`src/rtl/multicycle_control.sv`:
```
// Multicycle RV32I control FSM: sequences fetch/decode/execute/mem/writeback
// and emits register write strobes. Optional MULTICYCLE_CONTROL_INSTRET_EN adds instret.
module multicycle_control #(
  parameter int OPCODE_WIDTH = 7
) (
  input  logic                    clock,
  input  logic                    reset_n,
  input  logic [OPCODE_WIDTH-1:0] opcode,
  input  logic                    mem_ready,
  output logic [2:0]              state,
  output logic                    mem_read,
  output logic                    mem_write,
  output logic                    pc_write_enable,
  output logic                    ir_write_enable,
  output logic                    mdr_write_enable,
  output logic                    alu_out_write_enable,
  output logic                    regfile_write_enable,
  output logic                    illegal_instruction
`ifdef MULTICYCLE_CONTROL_INSTRET_EN
  ,
  output logic [63:0]             instret
`endif
);

  typedef enum logic [2:0] {
    FETCH      = 3'd0,
    DECODE     = 3'd1,
    EXECUTE    = 3'd2,
    MEM_ACCESS = 3'd3,
    WRITEBACK  = 3'd4
  } state_t;

  localparam logic [OPCODE_WIDTH-1:0] OP_LOAD   = OPCODE_WIDTH'(7'b0000011);
  localparam logic [OPCODE_WIDTH-1:0] OP_STORE  = OPCODE_WIDTH'(7'b0100011);
  localparam logic [OPCODE_WIDTH-1:0] OP_OP     = OPCODE_WIDTH'(7'b0110011);
  localparam logic [OPCODE_WIDTH-1:0] OP_IMM    = OPCODE_WIDTH'(7'b0010011);
  localparam logic [OPCODE_WIDTH-1:0] OP_LUI    = OPCODE_WIDTH'(7'b0110111);
  localparam logic [OPCODE_WIDTH-1:0] OP_AUIPC  = OPCODE_WIDTH'(7'b0010111);
  localparam logic [OPCODE_WIDTH-1:0] OP_JAL    = OPCODE_WIDTH'(7'b1101111);
  localparam logic [OPCODE_WIDTH-1:0] OP_JALR   = OPCODE_WIDTH'(7'b1100111);
  localparam logic [OPCODE_WIDTH-1:0] OP_BRANCH = OPCODE_WIDTH'(7'b1100011);
  localparam logic [OPCODE_WIDTH-1:0] OP_MISC   = OPCODE_WIDTH'(7'b0001111);
  localparam logic [OPCODE_WIDTH-1:0] OP_SYSTEM = OPCODE_WIDTH'(7'b1110011);

  state_t cur, nxt;

  logic is_load, is_store, is_mem, is_wb, is_ret;
  logic rd_c, wr_c, pc_c, ir_c, mdr_c, alu_c, rf_c, ill_c;

  assign is_load  = (opcode == OP_LOAD);
  assign is_store = (opcode == OP_STORE);
  assign is_mem   = is_load | is_store;
  assign is_wb    = (opcode == OP_OP)    | (opcode == OP_IMM)
                  | (opcode == OP_LUI)   | (opcode == OP_AUIPC)
                  | (opcode == OP_JAL)   | (opcode == OP_JALR);
  assign is_ret   = (opcode == OP_BRANCH) | (opcode == OP_MISC)
                  | (opcode == OP_SYSTEM);

  always_ff @(posedge clock or negedge reset_n) begin
    if (!reset_n) cur <= FETCH;
    else          cur <= nxt;
  end

  always_comb begin
    nxt   = FETCH;
    rd_c  = 1'b0;
    wr_c  = 1'b0;
    pc_c  = 1'b0;
    ir_c  = 1'b0;
    mdr_c = 1'b0;
    alu_c = 1'b0;
    rf_c  = 1'b0;
    ill_c = 1'b0;
    case (cur)
      FETCH: begin
        rd_c = 1'b1;
        if (mem_ready) begin
          ir_c = 1'b1;
          nxt  = DECODE;
        end else begin
          nxt  = FETCH;
        end
      end
      DECODE: begin
        alu_c = 1'b1;
        nxt   = EXECUTE;
      end
      EXECUTE: begin
        unique case (1'b1)
          is_mem: begin
            alu_c = 1'b1;
            nxt   = MEM_ACCESS;
          end
          is_wb: begin
            alu_c = 1'b1;
            nxt   = WRITEBACK;
          end
          is_ret: begin
            alu_c = 1'b1;
            pc_c  = 1'b1;
            nxt   = FETCH;
          end
          default: begin
            ill_c = 1'b1;
            pc_c  = 1'b1;
            nxt   = FETCH;
          end
        endcase
      end
      MEM_ACCESS: begin
        if (is_load) begin
          rd_c = 1'b1;
          if (mem_ready) begin
            mdr_c = 1'b1;
            nxt   = WRITEBACK;
          end else begin
            nxt   = MEM_ACCESS;
          end
        end else if (is_store) begin
          wr_c = 1'b1;
          if (mem_ready) begin
            pc_c = 1'b1;
            nxt  = FETCH;
          end else begin
            nxt  = MEM_ACCESS;
          end
        end else begin
          // IR cannot change here; retire defensively rather than hang
          pc_c = 1'b1;
          nxt  = FETCH;
        end
      end
      WRITEBACK: begin
        rf_c = 1'b1;
        pc_c = 1'b1;
        nxt  = FETCH;
      end
      default: nxt = FETCH;
    endcase
  end

  // Reset masks every output so nothing leaks while reset_n is low
  assign state                = reset_n ? cur : 3'd0;
  assign mem_read             = reset_n & rd_c;
  assign mem_write            = reset_n & wr_c;
  assign pc_write_enable      = reset_n & pc_c;
  assign ir_write_enable      = reset_n & ir_c;
  assign mdr_write_enable     = reset_n & mdr_c;
  assign alu_out_write_enable = reset_n & alu_c;
  assign regfile_write_enable = reset_n & rf_c;
  assign illegal_instruction  = reset_n & ill_c;

`ifdef MULTICYCLE_CONTROL_INSTRET_EN
  always_ff @(posedge clock or negedge reset_n) begin
    if (!reset_n)             instret <= 64'd0;
    else if (pc_write_enable) instret <= instret + 64'd1;
  end
`endif

endmodule

```
`config.mk`:
```
export PLATFORM = sky130hd
export DESIGN_NAME = multicycle_control
export DESIGN_NICKNAME = d
export VERILOG_FILES = /design/src/rtl/multicycle_control.sv
export SDC_FILE = /design/constraint.sdc
export NUM_CORES = 1
export LEC_CHECK = 0
export CAP_MARGIN = 0
export CORE_AREA = 2 2 39 41
export CTS_CLUSTER_DIAMETER = 50
export DETAILED_ROUTE_END_ITERATION = 10
export DIE_AREA = 0 0 41 43
export PLACE_DENSITY = 0.75
export SYNTH_ARGS = -nofsm -noshare
export SYNTH_HDL_FRONTEND = slang
export SYNTH_SLANG_ARGS = --single-unit
```
`constraint.sdc`:
```
create_clock -name clock -period 3.65 [get_ports clock]
set_clock_uncertainty 0.15 [all_clocks]
set_input_delay 0.73 -clock clock [delete_from_list [all_inputs] [get_ports clock]]
set_output_delay 0.73 -clock clock [all_outputs]
set_load 0.02 [all_outputs]
```
==> summary.txt, run 1 <==
Status
  • Outcome: complete, no violations

CTS
  • Clock transition at the registers of the reported paths: approximately 0.04 ns
  • Max clock buf depth: 2
  • CTS Sinks: 3
  • Htree depth: 1
  • TritonCTS buffer count: 3
  • TritonCTS clock tree: yes
  • Worst-Skew Late Latency: approximately 0.24 ns
  • Root Driver: clkbuf_4
  • CTS Hold Bufs: 0

Floorplanning
  • Die height: 43 um
  • Die area: ~1800 um2
  • Chip Width: around 41 um
  • Starting density of the core: 0.2884
  • Row Count: 14
  • # IOs: 21
  • Core area: 1384 um2

Timing
  • Slew HR: 0.7965
  • Crit path time final: 3.538 ns
  • Worst slew pin tran: a little over 0.3 ns
  • Fmax: between 200 and 300 MHz
  • Sum Neg Setup Slack: 0 ns
  • Max Slew Vio Count: 0
  • RSZ-0062 raised after global routing: no
  • Hold Fails Final Rpt: 0
  • Fin crit share: 0.9692
  • Setup-failing EPs final: 0

Logic synthesis
  • Sequential-to-total area share from yosys stat: 0.1881
  • Yosys reg bits: 3
  • Syn_nets: 62
  • Cells after Synth: 52
  • Synth cell types: 28
  • Avg Cell Area, Syn: roughly 7.7 um2
  • Warnings from Yosys: 0
  • Mapped Area: between 300 and 400 um2

GRT
  • First-pass GRT wire length: 1876 um
  • Largest net degree at the start of global routing: 11
  • GR Overflow Total: 0
  • Initial antenna violation count: 0
  • Total track usage: 0.1533
  • Number of global-route vias before repair: 470

Placed design
  • Port buffer count: 20
  • Placer Congestion: 0.7838
  • DP HPWL: approximately 860 um

Worst setup path
  • Reg2reg start: cur[0]$_DFF_PN0_
  • CP Class: input pin to primary output
  • Worst path cell trace: clkdlybuf4s50_1 -> or3b_1 -> a21oi_1 -> o31ai_1 -> a21oi_1 -> clkdlybuf4s50_1
  • Setup crit start kind: input pin
  • Reg-to-Reg End: cur[2]$_DFF_PN0_
  • R2r setup slk: roughly 2.4 ns
  • CP peak stage delay: 0.62 ns
  • Worst setup EP type: primary output
  • Worst path slowest cell: clkdlybuf4s50_1
  • Worst R2R Path Depth: 4
  • Data arrival time of the critical path: between 2 and 3 ns
  • CP required: 2.77 ns
  • Largest fanout on the critical path: 3

Final layout
  • Layout cells sized above 1: 0.1772
  • Area Overhead vs Synth: 69.91%
  • Ant. Diodes: 0
  • Most common cell after layout, fill and taps aside: clkdlybuf4s50_1
  • Largest regs: cur x3
  • Fill cells: ~160
  • Biggest register: cur
  • Nets: 90
  • Most frequent cells in the layout: 19 x clkdlybuf4s50_1, 6 x nand2_1, 5 x nor2_1, 5 x and2_1, 5 x buf_4
  • Final Util: 0.4901
  • Largest register FFs: 3

Min path
  • WHS Path Cells: 1
  • Worst Hold Class: flop to flop
  • Hold_sp: cur[2]$_DFF_PN0_
  • Worst hold path endpoint: cur[0]$_DFF_PN0_

Routing
  • Post-DR wirelength/cell: 11.77 um
  • DR iter-0 viols: 2
  • # DRC: 0
  • Highest Signal Layer: met4
  • Pre-antenna DRT Iters: 4
  • Metal-1 WL: ~460 um
  • Met3 wire len: around 64 um
  • Vias per std cell: ~5
  • Met2 wire length: 581 um
  • WL final: 1118 um
  • Via count: 480
  • Antenna Nets Post-Route: 0

Power and ir drop
  • VDD IR-drop max: about 130 uV
  • PD cells: 374.3 nW/um2
  • Leakage: 0.2807 nW

Job
  • Max Cap Viol: 0
## kinds of logic (layout without fill, tap and decap cells)
kind of cell | Yosys count | count (layout) | synth area share
DFF | 3 | 3 | 0.1881
buffers and inverters | 3 | 30 | 0.02821
AOI/OAI and AO/OA | 12 | 12 | 0.1944
and+or+nand+nor | 33 | 33 | 0.5643
muxes | 1 | 1 | 0.02508
## per-stage QoR
step	std cells	worst slack, ns	power [mW]	hold slack [ns]	area [um2]
floorplan	52	1.040	0.1361	0.2844	399.1
global placement	89	0.1287	0.1926	0.4333	634.4
detailed placement	89	0.1003	0.1954	0.4348	634.4
CTS	93	0.09481	0.2571	0.4417	660.6
global route	95	0.03353	0.2753	0.4725	678.2
finish	95	0.1125	0.2538	0.4320	678.2
## cells in the mapped netlist
cell / count / area, um2
nor3b_1: 1 / 7.510
nand2b_1: 4 / 25.02
nand4b_1: 1 / 8.760
and4_2: 1 / 10.01
nand3b_1: 1 / 7.510
mux2i_1: 1 / 10.01
nor4b_2: 1 / 15.01
or3b_1: 1 / 8.760
o2bb2ai_1: 1 / 8.760
o21a_1: 1 / 7.510
and3_2: 1 / 7.510
o31ai_1: 1 / 7.510
nor2b_1: 1 / 6.260
clkbuf_1: 2 / 7.510
a211oi_1: 2 / 15.01
and3_1: 1 / 6.260
a21oi_1: 4 / 20.02
inv_1: 1 / 3.750
and2_4: 1 / 8.760
nand2_1: 6 / 22.52
nor3b_2: 1 / 12.51
o21ai_0: 2 / 10.01
dfrtp_1: 3 / 75.07
nor4b_4: 1 / 23.77
o311ai_1: 1 / 8.760
nor2_1: 5 / 18.77
and2_1: 5 / 31.28
nor3_1: 1 / 5.000
## power by group
part	leakage, nW	total, mW	internal, mW	switching [mW]
Clock	0.0150	0.0598	0.0411	0.0188
Sequential	0.0391	0.0626	0.0421	0.0205
Combinational	0.227	0.131	0.0679	0.0635
## worst max-delay path, delay by kind of cell
family | cells | cell delay (ns)
buffers and inverters | 2 | 1.11
AOI/OAI and AO/OA | 3 | 0.45
and+or+nand+nor | 1 | 0.36
## cell type report
type / count / area [um2] / share of cell area
Multi-Input combinational cell: 46 / 312.8 / 0.4613
Timing Repair Buffer: 25 / 240.2 / 0.3542
Sequential cell: 3 / 75.07 / 0.1107
Clock buffer: 4 / 26.28 / 0.03875
Tap cell: 16 / 20.02 / 0.02952
Inverter: 1 / 3.754 / 0.005535
## routing by layer
metal  vias to the layer above  track usage
li1                        242            -
met1                       218       0.1789
met2                        18       0.2469
met3                         2      0.01571
met4                         0       0.1000
met5                         -            0
## what timing repair did
item,4_1_cts,5_1_grt
gates resized for setup,0,1
setup buffers,0,2
endpoints found under the setup margin,0,2
## how the worst max path moves through the flow
| stage | start | endpoint | cells after the start |
|---|---|---|---|
| after floorplan | opcode[5] | alu_out_write_enable | 4 |
| final | opcode[3] | alu_out_write_enable | 6 |
| after global placement | opcode[3] | alu_out_write_enable | 6 |
| after global routing | opcode[6] | mem_read | 6 |
| after detailed placement | opcode[3] | alu_out_write_enable | 6 |
| after CTS | opcode[3] | alu_out_write_enable | 6 |
Power figures use the tool's default switching activity.
==> inputs of run 2 (changes only) <==
Settings changed: CELL_PAD_IN_SITES_DETAIL_PLACEMENT set to 1, CELL_PAD_IN_SITES_GLOBAL_PLACEMENT set to 1, CORE_AREA 2 2 39 41 to not set, CORE_UTILIZATION set to 27, DIE_AREA 0 0 41 43 to not set, PLACE_DENSITY 0.75 to 0.91.
==> run 2 against run 1 <==
  * Clock power rose by 3%
  * Core utilization rose by 1.6 points
  * Largest power group unchanged
  * Non-clock buffer count fell by 1
  * Setup slack got worse by 0.031 ns
  * Combinational power barely moved
  * Via count rose by 4.0%
  * Critical path depth did not move
  * Flip-flop and latch count did not move
  * Count of clock-buffer cells in the layout did not move
  * Register-to-register slack got worse by 0.03 ns
  * Wire length rose by 21%
  * Power rose by 2.3%
==> summary.txt, run 2 (synthesized netlist as in run 1, its figures left out) <==
CTS
  • TritonCTS buffer count: 3
  • CTS Sinks: 3
  • Clock transition at the registers of the reported paths: approximately 0.040 ns
  • Htree depth: 1
  • Max clock buf depth: 2
  • Worst-Skew Late Latency: ~0.24 ns
  • TritonCTS clock tree: yes
  • Root Driver: clkbuf_4

Routing
  • DR iter-0 viols: 2
  • Antenna Nets Post-Route: 0
  • Via count: approximately 500
  • Pre-antenna DRT Iters: 4
  • Vias per std cell: ~5.4
  • Post-DR wirelength/cell: between 10 and 15 um
  • # DRC: 0
  • WL final: between 1000 and 1500 um

Floorplanning
  • Chip Width: between 40 and 50 um
  • Starting density of the core: 0.2992
  • Core area: roughly 1300 um2
  • # IOs: 21
  • Die area: around 1600 um2
  • Die height: 40.45 um
  • Row Count: 13

Timing
  • Fin crit share: 0.9778
  • Setup-failing EPs final: 0
  • Sum Neg Setup Slack: 0 ns
  • Fmax: approximately 280 MHz
  • Slew HR: 0.7818
  • Max Slew Vio Count: 0
  • Worst slew pin tran: 0.3259 ns
  • Hold Fails Final Rpt: 0
  • RSZ-0062 raised after global routing: no
  • Crit path time final: around 3.6 ns

Worst setup path
  • Crit path launch: opcode[3]
  • Data arrival time of the critical path: 2.69 ns
  • Worst R2R Path Depth: 4
  • CP endpoint: pc_write_enable
  • Largest fanout on the critical path: 5
  • Reg2reg start: cur[0]$_DFF_PN0_
  • CP Class: input pin to primary output
  • CP required: 2.77 ns
  • Setup crit start kind: input pin
  • Worst setup EP type: primary output
  • R2r setup slk: 2.33 ns
  • Reg-to-Reg End: cur[2]$_DFF_PN0_

Final layout
  • Area Overhead vs Synth: 68.97%
  • Nets: between 80 and 90
  • Biggest register: cur
  • Largest register FFs: 3
  • Fin area: approximately 670 um2
  • Fill cells: between 150 and 200
  • Largest regs: cur x3
  • Layout cells sized above 1: 0.1667
  • Most frequent cells in the layout: 17 x clkdlybuf4s50_1, 6 x nand2_1, 5 x nor2_1, 5 x and2_1
  • Most common cell after layout, fill and taps aside: clkdlybuf4s50_1
  • Ant. Diodes: 0

Placed design
  • Placer Congestion: about 0.71
  • Placed instance area: roughly 630 um2
  • DP HPWL: around 1000 um
  • Port buffer count: 20

Min path
  • Worst Hold Class: flop to flop

Power and ir drop
  • Final Power: 259.7 uW
  • VDD IR-drop max: 242.2 uV
  • Leakage: roughly 0.31 nW
  • PD cells: a little under 400 nW/um2

GRT
  • Initial antenna violation count: 0
  • Total track usage: 0.1925
  • First-pass GRT wire length: ~2000 um
  • GR Overflow Total: 0
  • Largest net degree at the start of global routing: 11
  • Number of global-route vias before repair: 428

Status
  • Outcome: complete, no violations

Job
  • Max Cap Viol: 0
==> run 2: cell type report <==
class | instances | area, um2 | area share
multi-input combinational | 46 | 312.8 | 0.4638
timing repair buffer | 24 | 237.7 | 0.3525
tap | 15 | 18.77 | 0.02783
sequential | 3 | 75.07 | 0.1113
clock buffer | 4 | 26.28 | 0.03896
inverter | 1 | 3.754 | 0.005566
==> run 2: worst min-delay path by stage <==
stage | from | slack (ns) | cells past startpoint | end
2_1_floorplan | reset_n | 0.28 | 0 | cur[0]$_DFF_PN0_
4_1_cts | cur[2]$_DFF_PN0_ | 0.47 | 1 | cur[2]$_DFF_PN0_
3_5_place_dp | cur[2]$_DFF_PN0_ | 0.46 | 1 | cur[2]$_DFF_PN0_
3_3_place_gp | cur[2]$_DFF_PN0_ | 0.44 | 1 | cur[1]$_DFF_PN0_
5_1_grt | cur[2]$_DFF_PN0_ | 0.52 | 1 | cur[1]$_DFF_PN0_
6_report | cur[2]$_DFF_PN0_ | 0.48 | 1 | cur[2]$_DFF_PN0_
==> run 2: layer usage <==
metal,share of wire,GRT usage,routed length (um),vias to the layer above
met5,0,0,0,-
met4,0.017,0.07500,23,0
met3,0.044,0.05000,59,2
met2,0.51,0.3333,687,21
met1,0.43,0.2215,584,232
li1,-,-,-,244
==> run 2: per-stage QoR <==
stage | util | hold slack, ns | cells | setup slack [ns]
finish | 0.5056 | 0.4815 | 93 | 0.08119
global route | 0.5056 | 0.5186 | 93 | 0.01326
CTS | 0.4944 | 0.4730 | 92 | 0.002782
detailed placement | 0.4747 | 0.4600 | 88 | 0.01591
global placement | 0.4747 | 0.4394 | 88 | 0.05298
floorplan | - | 0.2844 | 52 | 1.040
==> run 2: timing repair <==
action	4_1_cts	5_1_grt
endpoints found under the setup margin	0	4
gates resized for setup	0	3
hold buffers	0	0
buffers inserted	0	1
==> run 2: critical path, stage by stage <==
cell,delay (ns)
clkdlybuf4s50_1,0.52
nor2_1,0.10
nor4b_4,0.15
and3_2,0.21
nor4b_2,0.31
clkdlybuf4s50_1,0.66
==> run 2: where the power goes <==
group	switching [mW]	internal (mW)	total, mW
Combinational	0.0665	0.0674	0.134
Sequential	0.0224	0.0420	0.0644
Clock	0.0202	0.0412	0.0614
==> inputs of run 3 (changes only) <==
Settings changed: SLEW_MARGIN set to 5.
==> results of run 3 <==
No change in the layout: final DEF, timing and power equal those of run 2.
